===== config.mk =====
export PLATFORM = sky130hd
export DESIGN_NAME = poly_mult_seq
export DESIGN_NICKNAME = d
export VERILOG_FILES = /design/src/rtl/poly_mult_seq_pkg.sv /design/src/rtl/poly_mult_seq_rd_out_reg.sv /design/src/rtl/poly_mult_seq.sv
export SDC_FILE = /design/constraint.sdc
export NUM_CORES = 1
export LEC_CHECK = 0
export ABC_AREA = 0
export BUFFER_PORTS_ARGS = -buffer_cell sky130_fd_sc_hd__buf_2
export CORE_ASPECT_RATIO = 0.8
export CORE_UTILIZATION = 40
export DETAILED_ROUTE_END_ITERATION = 7
export MAX_ROUTING_LAYER = met4
export PLACE_DENSITY = 0.73
export SLEW_MARGIN = 5
export SYNTH_ARGS = -nofsm -noshare
export SYNTH_HDL_FRONTEND = slang
export SYNTH_SLANG_ARGS = --single-unit

===== constraint.sdc =====
create_clock -name clk -period 1.8 [get_ports clk]
set_clock_uncertainty 0.05 [all_clocks]
set_input_delay 0.18 -clock clk [delete_from_list [all_inputs] [get_ports clk]]
set_output_delay 0.18 -clock clk [all_outputs]
set_load 0.03 [all_outputs]

===== src/rtl/poly_mult_seq_pkg.sv =====
// Shared state encoding and bus widths for the poly_mult load/readout sequencer.
// The widths must track the poly_mult core and its mem_dual RAMs.
package poly_mult_seq_pkg;

  localparam int PM_ADDR_WIDTH = 10;
  localparam int PM_LOGW       = 16;

  typedef enum logic [2:0] {
    S_IDLE     = 3'd0,
    S_LOAD_POS = 3'd1,
    S_LOAD_RND = 3'd2,
    S_START    = 3'd3,
    S_WAIT     = 3'd4,
    S_READ     = 3'd5,
    S_DONE     = 3'd6
  } state_e;

endpackage


===== src/rtl/poly_mult_seq_rd_out_reg.sv =====
// Single-entry result register: tracks the one read in flight to the core RAM
// and presents the returned word on a ready/valid stream until it is taken.
module poly_mult_seq_rd_out_reg #(
  parameter int RD_LAT = 1,
  parameter int DW     = 32
) (
  input  logic          clk,
  input  logic          rst,
  input  logic          issue_i,
  input  logic [DW-1:0] rd_data_i,
  input  logic          m_ready_i,
  output logic          can_issue_o,
  output logic          m_valid_o,
  output logic [DW-1:0] m_data_o
);

  logic [RD_LAT:1] vld_pipe_q;
  logic            hold_q, hold_d;
  logic [DW-1:0]   data_q, data_d;
  logic            arrive, pending;

  assign arrive  = vld_pipe_q[RD_LAT];
  assign pending = |vld_pipe_q;

  // The word is shown straight from the RAM on its arrival cycle, then from data_q.
  assign m_valid_o   = arrive | hold_q;
  assign m_data_o    = arrive ? rd_data_i : data_q;
  assign can_issue_o = ~pending & (~m_valid_o | m_ready_i);

  always_comb begin
    hold_d = (arrive | hold_q) & ~m_ready_i;
    data_d = arrive ? rd_data_i : data_q;
  end

  always_ff @(posedge clk) begin
    if (rst) begin
      vld_pipe_q <= '0;
      hold_q     <= 1'b0;
      data_q     <= '0;
    end else begin
      vld_pipe_q[1] <= issue_i;
      for (int k = 2; k <= RD_LAT; k++) vld_pipe_q[k] <= vld_pipe_q[k-1];
      hold_q <= hold_d;
      data_q <= data_d;
    end
  end

endmodule


===== src/rtl/poly_mult_seq.sv =====
// Load / start / readout sequencer for the sparse polynomial multiplier core.
// Streams positions and random words into the RAMs, kicks the core, drains results.
module poly_mult_seq
  import poly_mult_seq_pkg::*;
#(
  parameter int WEIGHT    = 66,
  parameter int N         = 17669,
  parameter int RND_WORDS = 553,
  parameter int RES_WORDS = 553,
  parameter int RD_LAT    = 1,
  parameter int TIMEOUT   = 1 << 20
) (
  input  logic                     clk,
  input  logic                     rst,
  input  logic                     cmd_start,
  input  logic                     s_valid,
  output logic                     s_ready,
  input  logic [31:0]              s_data,
  output logic                     pos_we,
  output logic [PM_ADDR_WIDTH-1:0] pos_addr,
  output logic [PM_LOGW-1:0]       pos_data,
  output logic                     rnd_we,
  output logic [PM_ADDR_WIDTH-1:0] rnd_addr,
  output logic [31:0]              rnd_data,
  output logic                     core_start,
  input  logic                     core_valid,
  output logic                     res_rd,
  output logic [PM_ADDR_WIDTH-1:0] res_addr,
  input  logic [31:0]              res_data,
  output logic                     m_valid,
  input  logic                     m_ready,
  output logic [31:0]              m_data,
  output logic                     busy,
  output logic                     done,
  output logic                     err
);

  localparam int AW  = PM_ADDR_WIDTH;
  localparam int LW  = PM_LOGW;
  localparam int WDW = $clog2(TIMEOUT);
  localparam logic [AW-1:0]  POS_LAST = AW'(WEIGHT - 1);
  localparam logic [AW-1:0]  RND_LAST = AW'(RND_WORDS - 1);
  localparam logic [AW-1:0]  RES_LAST = AW'(RES_WORDS - 1);
  localparam logic [AW-1:0]  RES_CNT  = AW'(RES_WORDS);
  localparam logic [WDW-1:0] WD_LAST  = WDW'(TIMEOUT - 1);

  state_e         state_q, state_d;
  logic [AW-1:0]  ld_cnt_q, ld_cnt_d;
  logic [AW-1:0]  rd_cnt_q, rd_cnt_d;
  logic [AW-1:0]  hs_cnt_q, hs_cnt_d;
  logic [WDW-1:0] wd_q, wd_d;
  logic           err_q, err_d;

  logic           pos_we_q, rnd_we_q, core_start_q;
  logic [AW-1:0]  pos_addr_q, rnd_addr_q;
  logic [LW-1:0]  pos_data_q;
  logic [31:0]    rnd_data_q;

  logic beat, bad_pos, can_issue, issue, hs;

  assign s_ready = (state_q == S_LOAD_POS) || (state_q == S_LOAD_RND);
  assign beat    = s_valid & s_ready;
  assign bad_pos = (32'(s_data[LW-1:0]) >= 32'(N)) || (|s_data[31:LW]);
  assign issue   = (state_q == S_READ) && (rd_cnt_q < RES_CNT) && can_issue;
  assign hs      = m_valid & m_ready;

  always_comb begin
    state_d  = state_q;
    ld_cnt_d = ld_cnt_q;
    rd_cnt_d = rd_cnt_q;
    hs_cnt_d = hs_cnt_q;
    wd_d     = wd_q;
    err_d    = err_q;
    case (state_q)
      S_IDLE: begin
        ld_cnt_d = '0;
        rd_cnt_d = '0;
        hs_cnt_d = '0;
        if (cmd_start) begin
          err_d   = 1'b0;
          state_d = S_LOAD_POS;
        end
      end
      S_LOAD_POS: if (beat) begin
        // Out-of-range positions are still written; the host learns via err.
        if (bad_pos) err_d = 1'b1;
        if (ld_cnt_q == POS_LAST) begin
          ld_cnt_d = '0;
          state_d  = S_LOAD_RND;
        end else begin
          ld_cnt_d = ld_cnt_q + 1'b1;
        end
      end
      S_LOAD_RND: if (beat) begin
        if (ld_cnt_q == RND_LAST) state_d = S_START;
        else                      ld_cnt_d = ld_cnt_q + 1'b1;
      end
      S_START: begin
        wd_d    = '0;
        state_d = S_WAIT;
      end
      S_WAIT: begin
        if (core_valid) begin
          state_d = S_READ;
        end else if (wd_q == WD_LAST) begin
          err_d   = 1'b1;
          state_d = S_IDLE;
        end else begin
          wd_d = wd_q + 1'b1;
        end
      end
      S_READ: begin
        if (issue) rd_cnt_d = rd_cnt_q + 1'b1;
        if (hs) begin
          hs_cnt_d = hs_cnt_q + 1'b1;
          if (hs_cnt_q == RES_LAST) state_d = S_DONE;
        end
      end
      S_DONE:  state_d = S_IDLE;
      default: state_d = S_IDLE;
    endcase
  end

  always_ff @(posedge clk) begin
    if (rst) begin
      state_q      <= S_IDLE;
      ld_cnt_q     <= '0;
      rd_cnt_q     <= '0;
      hs_cnt_q     <= '0;
      wd_q         <= '0;
      err_q        <= 1'b0;
      pos_we_q     <= 1'b0;
      pos_addr_q   <= '0;
      pos_data_q   <= '0;
      rnd_we_q     <= 1'b0;
      rnd_addr_q   <= '0;
      rnd_data_q   <= '0;
      core_start_q <= 1'b0;
    end else begin
      state_q      <= state_d;
      ld_cnt_q     <= ld_cnt_d;
      rd_cnt_q     <= rd_cnt_d;
      hs_cnt_q     <= hs_cnt_d;
      wd_q         <= wd_d;
      err_q        <= err_d;
      pos_we_q     <= beat && (state_q == S_LOAD_POS);
      rnd_we_q     <= beat && (state_q == S_LOAD_RND);
      core_start_q <= (state_q == S_START);
      if (beat && state_q == S_LOAD_POS) begin
        pos_addr_q <= ld_cnt_q;
        pos_data_q <= s_data[LW-1:0];
      end
      if (beat && state_q == S_LOAD_RND) begin
        rnd_addr_q <= ld_cnt_q;
        rnd_data_q <= s_data;
      end
    end
  end

  poly_mult_seq_rd_out_reg #(.RD_LAT(RD_LAT), .DW(32)) u_rd_out (
    .clk         (clk),
    .rst         (rst),
    .issue_i     (issue),
    .rd_data_i   (res_data),
    .m_ready_i   (m_ready),
    .can_issue_o (can_issue),
    .m_valid_o   (m_valid),
    .m_data_o    (m_data)
  );

  assign pos_we     = pos_we_q;
  assign pos_addr   = pos_addr_q;
  assign pos_data   = pos_data_q;
  assign rnd_we     = rnd_we_q;
  assign rnd_addr   = rnd_addr_q;
  assign rnd_data   = rnd_data_q;
  assign core_start = core_start_q;
  assign res_rd     = issue;
  assign res_addr   = issue ? rd_cnt_q : '0;
  assign busy       = (state_q != S_IDLE);
  assign done       = (state_q == S_DONE);
  assign err        = err_q;

endmodule


### Word level (Yosys, flattened, before mapping)

Cells that the tools add are included.

| word-level totals | value |
|---|---|
| input bits | 70 |
| flip-flop bits (word level) | 159 |
| output and inout port bits | 119 |

| operators by class | value |
|---|---|
| bitwise operators | 9 |
| $add $sub $neg | 4 |
| reductions and logical operators | 19 |
| equal/unequal tests | 24 |
| magnitude comparators | 2 |
| muxes and demuxes | 30 |

Operators with widths:

| kind | number |
|---|---|
| 10-bit 2-to-1 mux | 7 |
| 20-bit 2-to-1 mux | 2 |
| 10-bit one-hot mux with 2 select lines | 2 |
| 20-bit one-hot mux with 2 select lines | 1 |
| 32-bit 2-to-1 mux | 1 |
| 10-bit by 1-bit adder with 10-bit output, second input constant | 3 |
| 10-bit one-hot mux with 3 select lines | 1 |
| 3-bit 2-to-1 mux | 9 |
| 20-bit by 1-bit adder with 20-bit output, second input constant | 1 |
| 10-bit == test, second input constant | 2 |
| 20-bit == test, second input constant | 1 |
| 2-bit != test, second input constant | 10 |
| 3-bit one-hot mux with 6 select lines | 1 |
| 16-bit by 15-bit >= comparator with 1-bit output, second input constant | 1 |
| 16-bit OR reduction | 1 |
| 10-bit by 7-bit == test with 1-bit output, second input constant | 1 |
| 10-bit < comparator, second input constant | 1 |
| 3-bit == test, second input constant | 3 |
| 3-bit nonzero test | 3 |
| 8-bit AND reduction | 1 |
| 3-bit by 2-bit == test with 1-bit output, second input constant | 2 |
| 2-bit by 1-bit != test with 1-bit output, second input constant | 3 |
| 6-bit AND reduction | 1 |
| 1-bit 2-to-1 mux | 5 |
| other kinds (13) | 25 |

### Longest topological paths before layout

| logic depth | value |
|---|---|
| depth after elaboration | 7 |
| mapped depth | 9 |
| mapped depth without buffers | 8 |

### By module

A second synthesis with hierarchy kept.

| second synthesis, totals | value |
|---|---|
| cells, all modules | 781 |
| area, all modules | 6,899.1 um2 |

Modules (own cells, without submodules):

| module | area each (um2) | cells each | instances |
|---|---|---|---|
| poly_mult_seq | 5,467.7 | 671 | 1 |
| poly_mult_seq_rd_out_reg | 1,431.4 | 110 | 1 |

### Worst setup path after synthesis

Ideal clock, no wire load.

| path | value |
|---|---|
| path type | register to output |
| start point | register state_q[0] |
| end point | output port res_addr[3] |
| cell stages (with the launch flop) | 8 |
| path slack | -0.236 ns |
| data arrival time | 1.806 ns |
| required time | 1.570 ns |
| path through | dfxtp_1 buf_2 nand3b_1 a211o_1 a21o_1 inv_1 buf_2 and2_1 |

| between the ends | value |
|---|---|
| longest elaborated chain between the ends | 4 |

Ends and longest elaborated chain:

| item | line | source |
|---|---|---|
| from (decl) | poly_mult_seq.sv:47 | `state_e state_q, state_d;` |
| from (signal assigned) | poly_mult_seq.sv:140 | `state_q <= state_d;` |
| 3-bit == test | poly_mult_seq.sv:64 | `assign issue = (state_q == S_READ) && (rd_cnt_q < RES_CNT) && can_issue;` |
| 1-bit logical AND (2 in series) | poly_mult_seq.sv:64 |  |
| named net res_rd | poly_mult_seq.sv:27 | `output logic res_rd,` |
| 10-bit 2-to-1 mux | poly_mult_seq.sv:179 | `assign res_addr = issue ? rd_cnt_q : '0;` |
| to (decl) | poly_mult_seq.sv:28 | `output logic [PM_ADDR_WIDTH-1:0] res_addr,` |

The timed path passes the listed nets, and every way through them passes these cells.

### Final worst setup path

| path | value |
|---|---|
| start point | register rd_cnt_q[5] |
| end point | output port res_addr[7] |

| between the ends | value |
|---|---|
| longest elaborated chain between the ends | 4 |

Ends and longest elaborated chain:

| item | line | source |
|---|---|---|
| from (decl) | poly_mult_seq.sv:49 | `logic [AW-1:0] rd_cnt_q, rd_cnt_d;` |
| from (signal assigned) | poly_mult_seq.sv:142 | `rd_cnt_q <= rd_cnt_d;` |
| 10-bit < comparator | poly_mult_seq.sv:64 |  |
| 1-bit logical AND (2 in series) | poly_mult_seq.sv:64 |  |
| 10-bit 2-to-1 mux | poly_mult_seq.sv:179 |  |

Every way passes these cells.

==> metrics.md <==
| Metric | Value |
|---|---|
| Syn Inst Count | `808` |
| DRC viols | `0` |
| CTS buffer count | `17` |
| CTS tree | `done` |
| Commonest non-fill, non-tap cells in the layout | `nand2_1, buf_2, dfxtp_1` |
| R2R depth | `9` |
| Antenna cells | `0` |
| Worst-case clock buffer depth | `2` |
| Async SR Flop Fraction | `0%` |
| Num rows | `42` |
| H-tree depth | `4` |
| Share of layout cells above drive strength 1 | `46.3%` |
| Fin. max-slew vios | `0` |
| Wire per inst | `17.1 um` |
| P_leak | `4.63 nW` |
| Max-slew headroom | `63.7%` |
| Hold Path Class | `input pin to flip-flop` |
| Violated checks | `setup timing` |
| Reg2Reg Capture Point | `rd_cnt_q[5]` |
| Mapped cell area | `0.00683 mm2` |
| Nets | `1,232` |
| Setup tns final | `-9.06 ns` |
| Chip Height | `119 um` |
| Worst Path Max Fanout | `4` |
| Synth cell types | `55` |
| Largest net degree at the start of global routing | `84` |
| Worst R2R Start | `rd_cnt_q[5]` |
| Mapped Nets | `just under 900` |
| Outcome | `finished, violations left` |
| Avg Inst Size Synth | `8.46 um2` |
| Tcrit/Tclk final | `122%` |
| Hold Path Stages | `3` |
| First-pass GRT wire length | `~34 mm` |
| DIE AREA | `0.0176 mm2` |
| Critical path type | `flip-flop to output port` |
| Top Ports | `~190` |
| Max rail drop VDD | `about 0.63 mV` |
| WP data arrival | `1.96 ns` |
| Fmax | `~460 MHz` |
| Post-Route WL | `23.8 mm` |
| Placer Congestion | `0.874` |
| Total track usage | `25.1%` |
| Setup WS post-layout | `-0.388 ns` |
| Final number of hold-violating endpoints | `0` |
| First-pass iteration count of the detailed router | `5` |
| Endpoint, Worst Hold | `u_rd_out.data_q[26]` |
| Vias in the first global route | `6,973` |
| Max_cap viols | `0` |
| Register area share after synthesis | `46.6%` |
| RSZ-0062 raised after global routing | `yes` |
| Post-synth EDFFs | `0` |
| Clk Latency, worst-skew pair | `0.44 ns` |
| Initial Utilization | `41.2%` |
| Die width | `between 100 and 150 um` |
| Min cycle time layout | `2.19 ns` |
| Vias | `7,516` |
| Clock root buffer | `clkbuf_16` |
| Setup slack, reg-to-reg | `-0.39 ns` |
| CP startpoint kind | `flip-flop` |
| Filler cell count | `1,166` |
| Crit end category | `output port` |
| Area of the core | `0.0166 mm2` |
| Synth Flop Type | `dfxtp_1` |
| Final setup fails | `67` |
| Smallest hold slack | `slightly above 0.04 ns` |
| Gr ovfl total | `0` |
| FF+latch count, synth | `159` |
| PortBufs | `188` |
| CTS clk-pin slew, worst paths | `0.06 ns` |
| Final HPWL DP | `13.4 mm` |
| Power Density | `906 mW/mm2` |
| Hold path start | `res_data[26]` |
| Actual slew at the worst max-slew pin | `0.530 ns` |
| Count of antenna-violating nets left after detailed routing | `0` |
| Synth warn | `0` |
| Initial antenna violation count | `0` |
| Most common cell after layout, fill and taps aside | `nand2_1` |
| WP data required | `1.57 ns` |
| P&R area growth vs syn | `62.1%` |
| Clock sink count | `159` |
| Vias/cell | `5.42` |
| Tot Pwr | `10.0 mW` |
| Number of DRC markers in iteration 0 | `673` |
-- area by class of cell --
type,instances,area (um2),area share [%]
timing repair buffer,371,2800,25.3
clock inverter,14,179,1.62
sequential,159,3220,29.1
multi-input combinational,591,4110,37.1
tap,220,275,2.49
clock buffer,18,439,3.96
inverter,14,55.1,0.497
-- cell usage after synthesis, drive strengths merged (4+ instances only) --
library cell,n,area (um2)
nand2,171,642
dfxtp,159,3180
a21oi,94,470
nor2,50,188
and2,42,263
clkbuf,36,135
mux2,34,383
nand3,21,105
o21ai,15,78.8
xor2,15,131
inv,14,52.6
nand4,13,81.3
buf,10,45.0
and3,9,56.3
o2111ai,9,78.8
ha,8,100
nor3,8,45.0
o31ai,8,60.1
or4,8,60.1
xnor2,8,70.1
nor4,7,50.1
o211ai,6,45.0
a2111oi,5,43.8
or2,5,31.3
or3,5,31.3
a2111o,4,45.0
mux2i,4,40.0
nand2b,4,25.0
nor2b,4,25.0
-- cells by family (layout without fill, tap and decap cells) --
kind of cell               after synthesis  in the layout  synth area share, %
AOI/OAI and AO/OA                      163            165                 14.7
xor gates and xnor gates                23             23                 2.95
adders and majority gates                8              8                 1.46
buffers and inverters                   60            417                 3.41
DFF                                    159            159                 46.6
muxes                                   38             38                 6.19
and+or+nand+nor                        357            357                 24.7
-- layer usage --
metal  GRT usage, %  vias up  routed length, um
met2           39.9      318              11700
met1           31.3     3616              10100
met5              -        -                  0
met4           9.73        0                758
met3           4.75       84               1290
li1               -     3498                  -
-- registers in the layout, summed over array words and instances, names as in the netlist --
signal / flops
rnd_data: 32
u_rd_out.data_q: 32
wd_q: 20
pos_data: 16
hs_cnt_q: 10
ld_cnt_q: 10
pos_addr: 10
rd_cnt_q: 10
rnd_addr: 10
state_q: 3
core_start: 1
err: 1
pos_we: 1
rnd_we: 1
u_rd_out.arrive: 1
u_rd_out.hold_q: 1
-- metrics by stage --
step / cell area, um2 / cells / utilization, % / setup WS, ns
6_report: 11100 / 1387 / 66.7 / -0.388
4_1_cts: 10400 / 1373 / 62.7 / -0.336
5_1_grt: 11100 / 1387 / 66.7 / -0.465
3_3_place_gp: 8840 / 1280 / 53.2 / -0.210
3_5_place_dp: 8840 / 1280 / 53.2 / -0.207
2_1_floorplan: 6930 / 808 / - / -0.0201
-- repair_timing --
| item | 4_1_cts | 5_1_grt |
|---|---|---|
| endpoints found under the hold margin | 46 | 0 |
| setup buffers | 29 | 16 |
| pin swaps | 32 | 59 |
| cloned | 2 | 3 |
| resized for setup | 111 | 133 |
| hold buffers | 31 | 0 |
| setup endpoints to repair | 92 | 66 |
-- worst max-delay path by stage --
stage	from	to	cells after the start
4_1_cts	rd_cnt_q[4]	res_addr[5]	7
5_1_grt	rd_cnt_q[5]	res_addr[9]	7
6_report	rd_cnt_q[5]	res_addr[7]	7
2_1_floorplan	wd_q[13]	wd_q[6]	6
3_5_place_dp	rd_cnt_q[5]	res_addr[7]	6
3_3_place_gp	s_data[24]	err	7
-- worst max-delay path, cell delays in order (launching register included) --
cell,delay [ns]
dfxtp_2,0.34
a2111oi_4,0.38
o21ai_2,0.12
a21o_1,0.22
inv_4,0.09
buf_4,0.11
and2_4,0.13
buf_6,0.12
-- where the power goes --
group / total, mW / leakage [nW] / switching, mW / internal (mW)
combinational: 2.49 / 3.03 / 1.48 / 1.00
clock: 3.81 / 0.300 / 1.56 / 2.24
sequential: 3.74 / 1.30 / 0.0834 / 3.66
No activity file was read; power rests on OpenSTA's default activity.
